**src/rtl/cpu_pkg.sv**
```systemverilog
`default_nettype none
// ============================================================================
//  Module   : cpu_pkg
//  Purpose  : Shared definitions for the instruction fetch stage: fetch
//             state encoding, Wishbone byte-select constant and the default
//             boot address.
//  Contents : fetch_state_t, WB_SEL_WORD, BOOT_ADDRESS_DEFAULT,
//             halfword_align()
//  Revision : 1.0  initial release
// ============================================================================
package cpu_pkg;

    // Fetch sequencer states
    //   IDLE    : no bus cycle open, waiting to issue a request
    //   REQ     : request outstanding, waiting for ack
    //   HOLD    : fetched word parked, waiting for FIFO space / stall release
    //   DISCARD : request outstanding across a redirect, data will be dropped
    typedef enum logic [1:0] {
        IDLE    = 2'd0,
        REQ     = 2'd1,
        HOLD    = 2'd2,
        DISCARD = 2'd3
    } fetch_state_t;

    localparam logic [3:0]  WB_SEL_WORD          = 4'hF;
    localparam logic [31:0] BOOT_ADDRESS_DEFAULT = 32'h0000_1000;

    // Instructions are at least halfword aligned, so bit 0 of any PC is
    // meaningless and forced to zero.
    function automatic logic [31:0] halfword_align(input logic [31:0] addr);
        return addr & ~32'h1;
    endfunction

endpackage : cpu_pkg
`default_nettype wire

```
**src/rtl/cpu_fetch_align.sv**
```systemverilog
`default_nettype none
// ============================================================================
//  Module   : cpu_fetch_align
//  Purpose  : Realigns the 32-bit fetched word stream when the fetch PC is
//             halfword (not word) aligned. Keeps the trailing halfword of the
//             previous bus word and splices it ahead of the next one.
//  Ports    : clk, rst_n             clock / async active-low reset
//             redirect               PC redirect this cycle (clears buffer)
//             redirect_misalign      bit 1 of the redirect target
//             consume                ack data is accepted this cycle
//             ack_data[31:0]         raw bus read data
//             word[31:0]             realigned word for the FIFO
//             suppress               this ack only primes the half buffer
//  Revision : 1.0  initial release
// ============================================================================
module cpu_fetch_align (
    input  logic        clk,
    input  logic        rst_n,
    input  logic        redirect,
    input  logic        redirect_misalign,
    input  logic        consume,
    input  logic [31:0] ack_data,
    output logic [31:0] word,
    output logic        suppress
);

    logic [15:0] half;
    logic        half_v;
    logic        misalign;

    // The first word after a misaligned redirect carries only one useful
    // halfword (the low one), so it produces no FIFO word of its own.
    always_comb begin
        suppress = !half_v && misalign;
        word     = half_v ? {half, ack_data[31:16]} : ack_data;
    end

    always_ff @(posedge clk or negedge rst_n) begin
        if (!rst_n) begin
            half     <= 16'h0000;
            half_v   <= 1'b0;
            misalign <= 1'b0;
        end else if (redirect) begin
            half_v   <= 1'b0;
            misalign <= redirect_misalign;
        end else if (consume) begin
            // Whenever the stream is offset by a halfword, the low half of
            // each bus word becomes the high half of the next FIFO word.
            if (suppress || half_v) begin
                half <= ack_data[15:0];
            end
            if (suppress) begin
                half_v   <= 1'b1;
                misalign <= 1'b0;
            end
        end
    end

endmodule : cpu_fetch_align
`default_nettype wire

```
**src/rtl/cpu_fetch.sv**
```systemverilog
`default_nettype none
// ============================================================================
//  Module   : cpu_fetch
//  Purpose  : Instruction fetch stage. Masters a read-only Wishbone bus,
//             fetches sequential words, realigns halfword-aligned redirect
//             targets and pushes words into the instruction FIFO under its
//             full backpressure. Every redirect (including the implicit one
//             after reset) pulses newPC_p_o/flush_o with the new PC.
//  Ports    : clk_i, rst_i           clock / async active-low reset
//             stall_i                pipeline stall (no request, no write)
//             branch_i, branch_target_i  redirect pulse and target
//             full_i                 FIFO full
//             write_en_o, data_o     FIFO write strobe / word
//             newPC_p_o, PC_o, flush_o   FIFO PC reload handshake
//             wb_*                   Wishbone master (read only)
//  Options  : CPU_FETCH_BUS_ERR_EN adds wb_err_i, fetch_fault_o and
//             fault_addr_o; a bus error stops fetching until a redirect.
//  Revision : 1.0  initial release
// ============================================================================
module cpu_fetch
    import cpu_pkg::*;
#(
    parameter logic [31:0] BOOT_ADDRESS = BOOT_ADDRESS_DEFAULT,
    parameter int          ADDR_WIDTH   = 32
) (
    input  logic                  clk_i,
    input  logic                  rst_i,
    input  logic                  stall_i,
    input  logic                  branch_i,
    input  logic [31:0]           branch_target_i,
    input  logic                  full_i,
    output logic                  write_en_o,
    output logic [31:0]           data_o,
    output logic                  newPC_p_o,
    output logic [31:0]           PC_o,
    output logic                  flush_o,
    output logic [ADDR_WIDTH-1:0] wb_adr_o,
    output logic                  wb_cyc_o,
    output logic                  wb_stb_o,
    output logic                  wb_we_o,
    output logic [3:0]            wb_sel_o,
    input  logic [31:0]           wb_dat_i,
`ifdef CPU_FETCH_BUS_ERR_EN
    input  logic                  wb_err_i,
    output logic                  fetch_fault_o,
    output logic [31:0]           fault_addr_o,
`endif
    input  logic                  wb_ack_i
);

    localparam logic [ADDR_WIDTH-1:0] BOOT_PC  = ADDR_WIDTH'(halfword_align(BOOT_ADDRESS));
    localparam logic [ADDR_WIDTH-1:0] ADR_MASK = {{(ADDR_WIDTH-2){1'b1}}, 2'b00};
    localparam logic [ADDR_WIDTH-1:0] PC_STEP  = ADDR_WIDTH'(4);

    fetch_state_t          state, state_nx;
    logic [ADDR_WIDTH-1:0] fetch_pc, fetch_pc_nx;
    logic [ADDR_WIDTH-1:0] adr, adr_nx;
    logic                  cyc, cyc_nx;
    logic [31:0]           hold_word, hold_word_nx;
    logic                  hold_v, hold_v_nx;
    logic                  write_en, write_en_nx;
    logic [31:0]           data, data_nx;
    logic                  newpc_p, newpc_p_nx;
    logic [31:0]           pc_out, pc_out_nx;
    logic                  boot, boot_nx;

    logic                  redirect;
    logic [31:0]           redirect_pc;
    logic                  bus_done;
    logic                  fault_block;
    logic                  align_consume;
    logic [31:0]           align_word;
    logic                  align_suppress;

    // The first edge after reset behaves as a redirect to the boot address;
    // a real branch on that same edge takes precedence.
    assign redirect    = branch_i || boot;
    assign redirect_pc = halfword_align(branch_i ? branch_target_i : BOOT_ADDRESS);

`ifdef CPU_FETCH_BUS_ERR_EN
    logic        fault, fault_nx;
    logic [31:0] fault_addr, fault_addr_nx;

    // In DISCARD an error simply terminates the abandoned cycle.
    assign bus_done    = wb_ack_i || wb_err_i;
    assign fault_block = fault;
`else
    assign bus_done    = wb_ack_i;
    assign fault_block = 1'b0;
`endif

    cpu_fetch_align u_align (
        .clk               (clk_i),
        .rst_n             (rst_i),
        .redirect          (redirect),
        .redirect_misalign (redirect_pc[1]),
        .consume           (align_consume),
        .ack_data          (wb_dat_i),
        .word              (align_word),
        .suppress          (align_suppress)
    );

    // ------------------------------------------------------------------
    // Next-state / next-output logic
    // ------------------------------------------------------------------
    always_comb begin
        state_nx      = state;
        fetch_pc_nx   = fetch_pc;
        adr_nx        = adr;
        cyc_nx        = cyc;
        hold_word_nx  = hold_word;
        hold_v_nx     = hold_v;
        write_en_nx   = 1'b0;
        data_nx       = data;
        newpc_p_nx    = 1'b0;
        pc_out_nx     = pc_out;
        boot_nx       = 1'b0;
        align_consume = 1'b0;
`ifdef CPU_FETCH_BUS_ERR_EN
        fault_nx      = fault;
        fault_addr_nx = fault_addr;
`endif

        if (redirect) begin
            // Redirect wins over everything; write_en stays low so the FIFO
            // never sees a write together with its flush.
            hold_v_nx   = 1'b0;
            fetch_pc_nx = ADDR_WIDTH'(redirect_pc);
            newpc_p_nx  = 1'b1;
            pc_out_nx   = redirect_pc;
`ifdef CPU_FETCH_BUS_ERR_EN
            fault_nx    = 1'b0;
`endif
            if ((state == REQ || state == DISCARD) && !bus_done) begin
                // A Wishbone cycle cannot be withdrawn; wait it out.
                state_nx = DISCARD;
            end else begin
                state_nx = IDLE;
                cyc_nx   = 1'b0;
            end
        end else begin
            case (state)
                IDLE: begin
                    if (!stall_i && !full_i && !hold_v && !fault_block) begin
                        cyc_nx   = 1'b1;
                        adr_nx   = fetch_pc & ADR_MASK;
                        state_nx = REQ;
                    end
                end
                REQ: begin
                    if (wb_ack_i) begin
                        cyc_nx        = 1'b0;
                        fetch_pc_nx   = fetch_pc + PC_STEP;
                        align_consume = 1'b1;
                        if (align_suppress) begin
                            state_nx = IDLE;
                        end else if (!full_i && !stall_i) begin
                            write_en_nx = 1'b1;
                            data_nx     = align_word;
                            state_nx    = IDLE;
                        end else begin
                            hold_word_nx = align_word;
                            hold_v_nx    = 1'b1;
                            state_nx     = HOLD;
                        end
                    end
`ifdef CPU_FETCH_BUS_ERR_EN
                    else if (wb_err_i) begin
                        cyc_nx        = 1'b0;
                        fault_nx      = 1'b1;
                        fault_addr_nx = 32'(adr);
                        state_nx      = IDLE;
                    end
`endif
                end
                HOLD: begin
                    if (!full_i && !stall_i && !fault_block) begin
                        write_en_nx = 1'b1;
                        data_nx     = hold_word;
                        hold_v_nx   = 1'b0;
                        state_nx    = IDLE;
                    end
                end
                DISCARD: begin
                    if (bus_done) begin
                        cyc_nx   = 1'b0;
                        state_nx = IDLE;
                    end
                end
                default: begin
                    state_nx = IDLE;
                    cyc_nx   = 1'b0;
                end
            endcase
        end
    end

    // ------------------------------------------------------------------
    // State registers
    // ------------------------------------------------------------------
    always_ff @(posedge clk_i or negedge rst_i) begin
        if (!rst_i) begin
            state      <= IDLE;
            fetch_pc   <= BOOT_PC;
            adr        <= ADDR_WIDTH'(BOOT_ADDRESS) & ADR_MASK;
            cyc        <= 1'b0;
            hold_word  <= 32'h0;
            hold_v     <= 1'b0;
            write_en   <= 1'b0;
            data       <= 32'h0;
            newpc_p    <= 1'b0;
            pc_out     <= BOOT_ADDRESS;
            boot       <= 1'b1;
`ifdef CPU_FETCH_BUS_ERR_EN
            fault      <= 1'b0;
            fault_addr <= 32'h0;
`endif
        end else begin
            state      <= state_nx;
            fetch_pc   <= fetch_pc_nx;
            adr        <= adr_nx;
            cyc        <= cyc_nx;
            hold_word  <= hold_word_nx;
            hold_v     <= hold_v_nx;
            write_en   <= write_en_nx;
            data       <= data_nx;
            newpc_p    <= newpc_p_nx;
            pc_out     <= pc_out_nx;
            boot       <= boot_nx;
`ifdef CPU_FETCH_BUS_ERR_EN
            fault      <= fault_nx;
            fault_addr <= fault_addr_nx;
`endif
        end
    end

    assign write_en_o = write_en;
    assign data_o     = data;
    assign newPC_p_o  = newpc_p;
    assign flush_o    = newpc_p;
    assign PC_o       = pc_out;
    assign wb_adr_o   = adr;
    assign wb_cyc_o   = cyc;
    assign wb_stb_o   = cyc;
    assign wb_we_o    = 1'b0;
    assign wb_sel_o   = WB_SEL_WORD;
`ifdef CPU_FETCH_BUS_ERR_EN
    assign fetch_fault_o = fault;
    assign fault_addr_o  = fault_addr;
`endif

endmodule : cpu_fetch
`default_nettype wire

```
**config.mk**
```make
export PLATFORM = sky130hd
export DESIGN_NAME = cpu_fetch
export DESIGN_NICKNAME = d
export VERILOG_FILES = /design/src/rtl/cpu_pkg.sv /design/src/rtl/cpu_fetch_align.sv /design/src/rtl/cpu_fetch.sv
export SDC_FILE = /design/constraint.sdc
export NUM_CORES = 1
export LEC_CHECK = 0
export BUFFER_PORTS_ARGS = -buffer_cell sky130_fd_sc_hd__buf_2
export CORE_ASPECT_RATIO = 1.5
export CORE_UTILIZATION = 32
export DETAILED_ROUTE_END_ITERATION = 16
export GPL_ROUTABILITY_DRIVEN = 0
export GPL_TIMING_DRIVEN = 0
export PLACE_DENSITY = 0.62
export SLEW_MARGIN = 30
export SYNTH_ARGS = -nofsm -noshare
export SYNTH_HDL_FRONTEND = slang
export SYNTH_SLANG_ARGS = --single-unit
```
**constraint.sdc**
```tcl
create_clock -name clk_i -period 2.5 [get_ports clk_i]
set_input_delay 0.25 -clock clk_i [delete_from_list [all_inputs] [get_ports clk_i]]
set_output_delay 0.25 -clock clk_i [all_outputs]
set_load 0.01 [all_outputs]
```
==> flow_metrics.env <==
export IMPL_status="completed"
export IMPL_cp_required_ps=2840
export IMPL_placed_area_sq_um=9620
export IMPL_start_util_pct=32.8
export IMPL_worst_path_max_fanout=10
export IMPL_layout_common_cells="buf_2, dfrtp_1, nand2_1, mux2_2, nor2_1"
export IMPL_grt_pass1_vias=6922
export IMPL_synth_xor_area_share_pct=0.634
export IMPL_fin_nets=1069
export IMPL_mappedNetlistArea_sq_um=8280
export IMPL_io_pins=176
export IMPL_slew_violations=0
export IMPL_max_freq_mhz=416
export IMPL_grt_pass1_wl_um=38100
export IMPL_portBuffers=166
export IMPL_routed_top_layer="met4"
export IMPL_synth_top_family_by_area="simple AND/OR/NAND/NOR gates"
export IMPL_fp_dieH_um=199
export IMPL_cts_tree="done"
export IMPL_yosysUniqueCellTypes=56
export IMPL_crit_path_start="fetch_pc[5]"
export IMPL_area_growth_pct=24.5
export IMPL_hold_viol=0
export IMPL_final_common_cell="buf_2"
export IMPL_antennaDiodeCount=0
export IMPL_synth_mux_area_share_pct=14.4
export IMPL_vias=6890
export IMPL_clock_path_buffers=2
export IMPL_ys_flop_type="dfrtp_1"
export IMPL_synth_compound_gate_area_share_pct=11.2
export IMPL_crit_path_start_kind="flip-flop"
export IMPL_layout_setup_ws_ps=97.2
export IMPL_cts_root_buf="clkbuf_16"
export IMPL_clk_pin_slew_ps=70
export IMPL_synth_async_sr_flop_share_pct=100
export IMPL_htree_levels=4
export IMPL_die_w_um=133
export IMPL_grt_max_degree=84
export IMPL_antenna_found_initial=0
export IMPL_fin_crit_ps=2400
export IMPL_rows=71
export IMPL_pre_cts_ws_ps=-302
export IMPL_clkSinkCount=180
export IMPL_dr_pass1_iters=7
export IMPL_fillCellCount=2547
export IMPL_drt_total_wl_um=24600
export IMPL_ir_drop_uv=491
export IMPL_wire_per_inst_um=18.5
export IMPL_cap_viol_max_count=0
export IMPL_synthCells=793
export IMPL_insertion_delay_ps=440
export IMPL_power_mw=9.45
export IMPL_worst_pin_slew_ps=1060
export IMPL_drc=0
export IMPL_criticalPathCategory="flip-flop to flip-flop"
export IMPL_worstPathArrival_ps=2740
export IMPL_rsz0062_at_grt="yes"
export IMPL_syn_avg_cell_area_sq_um=10.4
export IMPL_synth_simple_area_share_pct=14.5
export IMPL_postRouteAntennaNets=0
export IMPL_die_area_sq_um=26500
export IMPL_track_usage_pct=19.2
export IMPL_synth_edf_count=0
export IMPL_synthAdderAreaFrac_pct=0.906
export IMPL_viasPerCell=5.16
export IMPL_ys_seq_elements=180
export IMPL_route_met3_wl_um=1210
export IMPL_postLayoutCellArea_sq_um=10300
export IMPL_dpl_hpwl_um=18600
export IMPL_m1WireLength_um=9360
export IMPL_holdCritStartpoint="branch_target_i[10]"
export IMPL_drive_gt1_share_pct=32.2
export IMPL_cts_inserted_buffers=17
export IMPL_wl_met2_um=13100
export IMPL_final_cell_count_no_fill=1334
export IMPL_drtIter0Drc=319
export IMPL_power_leakage_nw=4.77
export IMPL_powerDensity_nw_per_um2=916
export IMPL_setup_violations=0
export IMPL_coreArea_sq_um=25200
export IMPL_max_slew_margin_pct=28.7
export IMPL_ys_warn_count=0
export IMPL_placed_cells=1296
export IMPL_hold_class="input pin to flip-flop"
export IMPL_finalClockSkew_ps=9.23
export IMPL_ys_seq_area_share_pct=54.4
export IMPL_grt_overflow_total=0
export IMPL_cp_end_kind="flip-flop"
export IMPL_timing_rr_start="fetch_pc[5]"
export IMPL_timing_final_crit_share_pct=96.1
## sequential cells by signal, indices dropped and copies added, names as in the netlist
signal            flops
write_en_o            1
wb_adr_o             30
PC_o                 31
u_align.half_v        1
fetch_pc             30
boot                  1
hold_v                1
state                 2
u_align.misalign      1
hold_word            32
wb_cyc_o              1
u_align.half         16
flush_o               1
data_o               32
## path summary, 6_finish.rpt
check,to,slack (ps),cells past startpoint
min,PC_o[10],30,3
max in group asynchronous,data_o[27],1560,3
max reg2reg,fetch_pc[30],100,5
max,fetch_pc[30],100,5
min in group asynchronous,fetch_pc[27],250,2
min reg2reg,PC_o[11],470,2
## metrics by stage
| stage | TNS (ps) | hold slack, ps | utilization (%) |
|---|---|---|---|
| 2_1_floorplan | 0 | -45.6 | - |
| 3_3_place_gp | -327860 | 456 | 37.9 |
| 3_5_place_dp | -8580 | 110 | 38.1 |
| 4_1_cts | 0 | 25.1 | 40.7 |
| 5_1_grt | -1070 | 29.8 | 40.9 |
| 6_report | 0 | 33.4 | 40.9 |
## critical path, cell delays in order (launching register included)
cell,delay [ps]
dfrtp_1,480
nand3_2,170
clkbuf_1,250
nor4_1,940
a31oi_1,210
a211oi_1,260
## Yosys cell counts, types with 3 or more instances
cell / n / share of area [%]
nor3_1: 11 / 0.66
ha_1: 6 / 0.91
nor2_1: 61 / 2.8
nand4_1: 13 / 0.98
a31oi_1: 3 / 0.23
mux2i_1: 34 / 4.1
o211ai_1: 5 / 0.45
a211oi_1: 7 / 0.63
a22o_1: 6 / 0.63
buf_2: 11 / 0.66
mux2_2: 76 / 10
nand2_1: 130 / 5.9
xnor2_1: 4 / 0.42
buf_4: 10 / 0.91
a22oi_1: 3 / 0.27
a21oi_1: 49 / 3.0
a41oi_1: 3 / 0.32
dfstp_2: 4 / 1.3
dfrtp_1: 176 / 53
and3_1: 4 / 0.30
clkbuf_1: 27 / 1.2
or4_1: 8 / 0.73
buf_1: 10 / 0.45
o31ai_1: 3 / 0.27
inv_1: 7 / 0.32
nand3_1: 19 / 1.1
a221oi_1: 6 / 0.63
o21ai_0: 50 / 3.0
nor4_1: 10 / 0.76
## timing repair
| item | in CTS | in global routing |
|---|---|---|
| pin swaps | 0 | 2 |
| endpoints found under the setup margin | 73 | 78 |
| gates resized for setup | 8 | 11 |
| setup buffers | 0 | 5 |
| hold buffers | 1 | 0 |
| hold endpoints to repair | 61 | 0 |
## power by group
group          internal (mW)  switching, mW
registers               3.79          0.484
clock network           1.59           1.19
logic                   1.10           1.29
total                   6.48           2.97
## layout make-up
| class | instances | area [sq um] | area share (%) |
|---|---|---|---|
| tap | 328 | 410 | 3.98 |
| multi-input combinational | 553 | 3520 | 34.1 |
| timing repair buffer | 174 | 943 | 9.14 |
| clock buffer | 19 | 433 | 4.20 |
| buffer | 60 | 300 | 2.91 |
| inverter | 7 | 26.3 | 0.255 |
| clock inverter | 13 | 173 | 1.67 |
| sequential | 180 | 4510 | 43.7 |
## cells by family after synthesis
family,Yosys count
buf+inv,67
xor+xnor,6
flops,180
mux,110
fa+ha+maj,6
compound gates,152
simple gates,270
other cells,2
## routing by layer
layer	up-vias	global-route usage (%)
met5	-	0
met4	0	10.2
met3	52	3.31
met2	272	35.1
met1	3371	20.9
li1	3195	-
(Power assumes the default switching activity.)
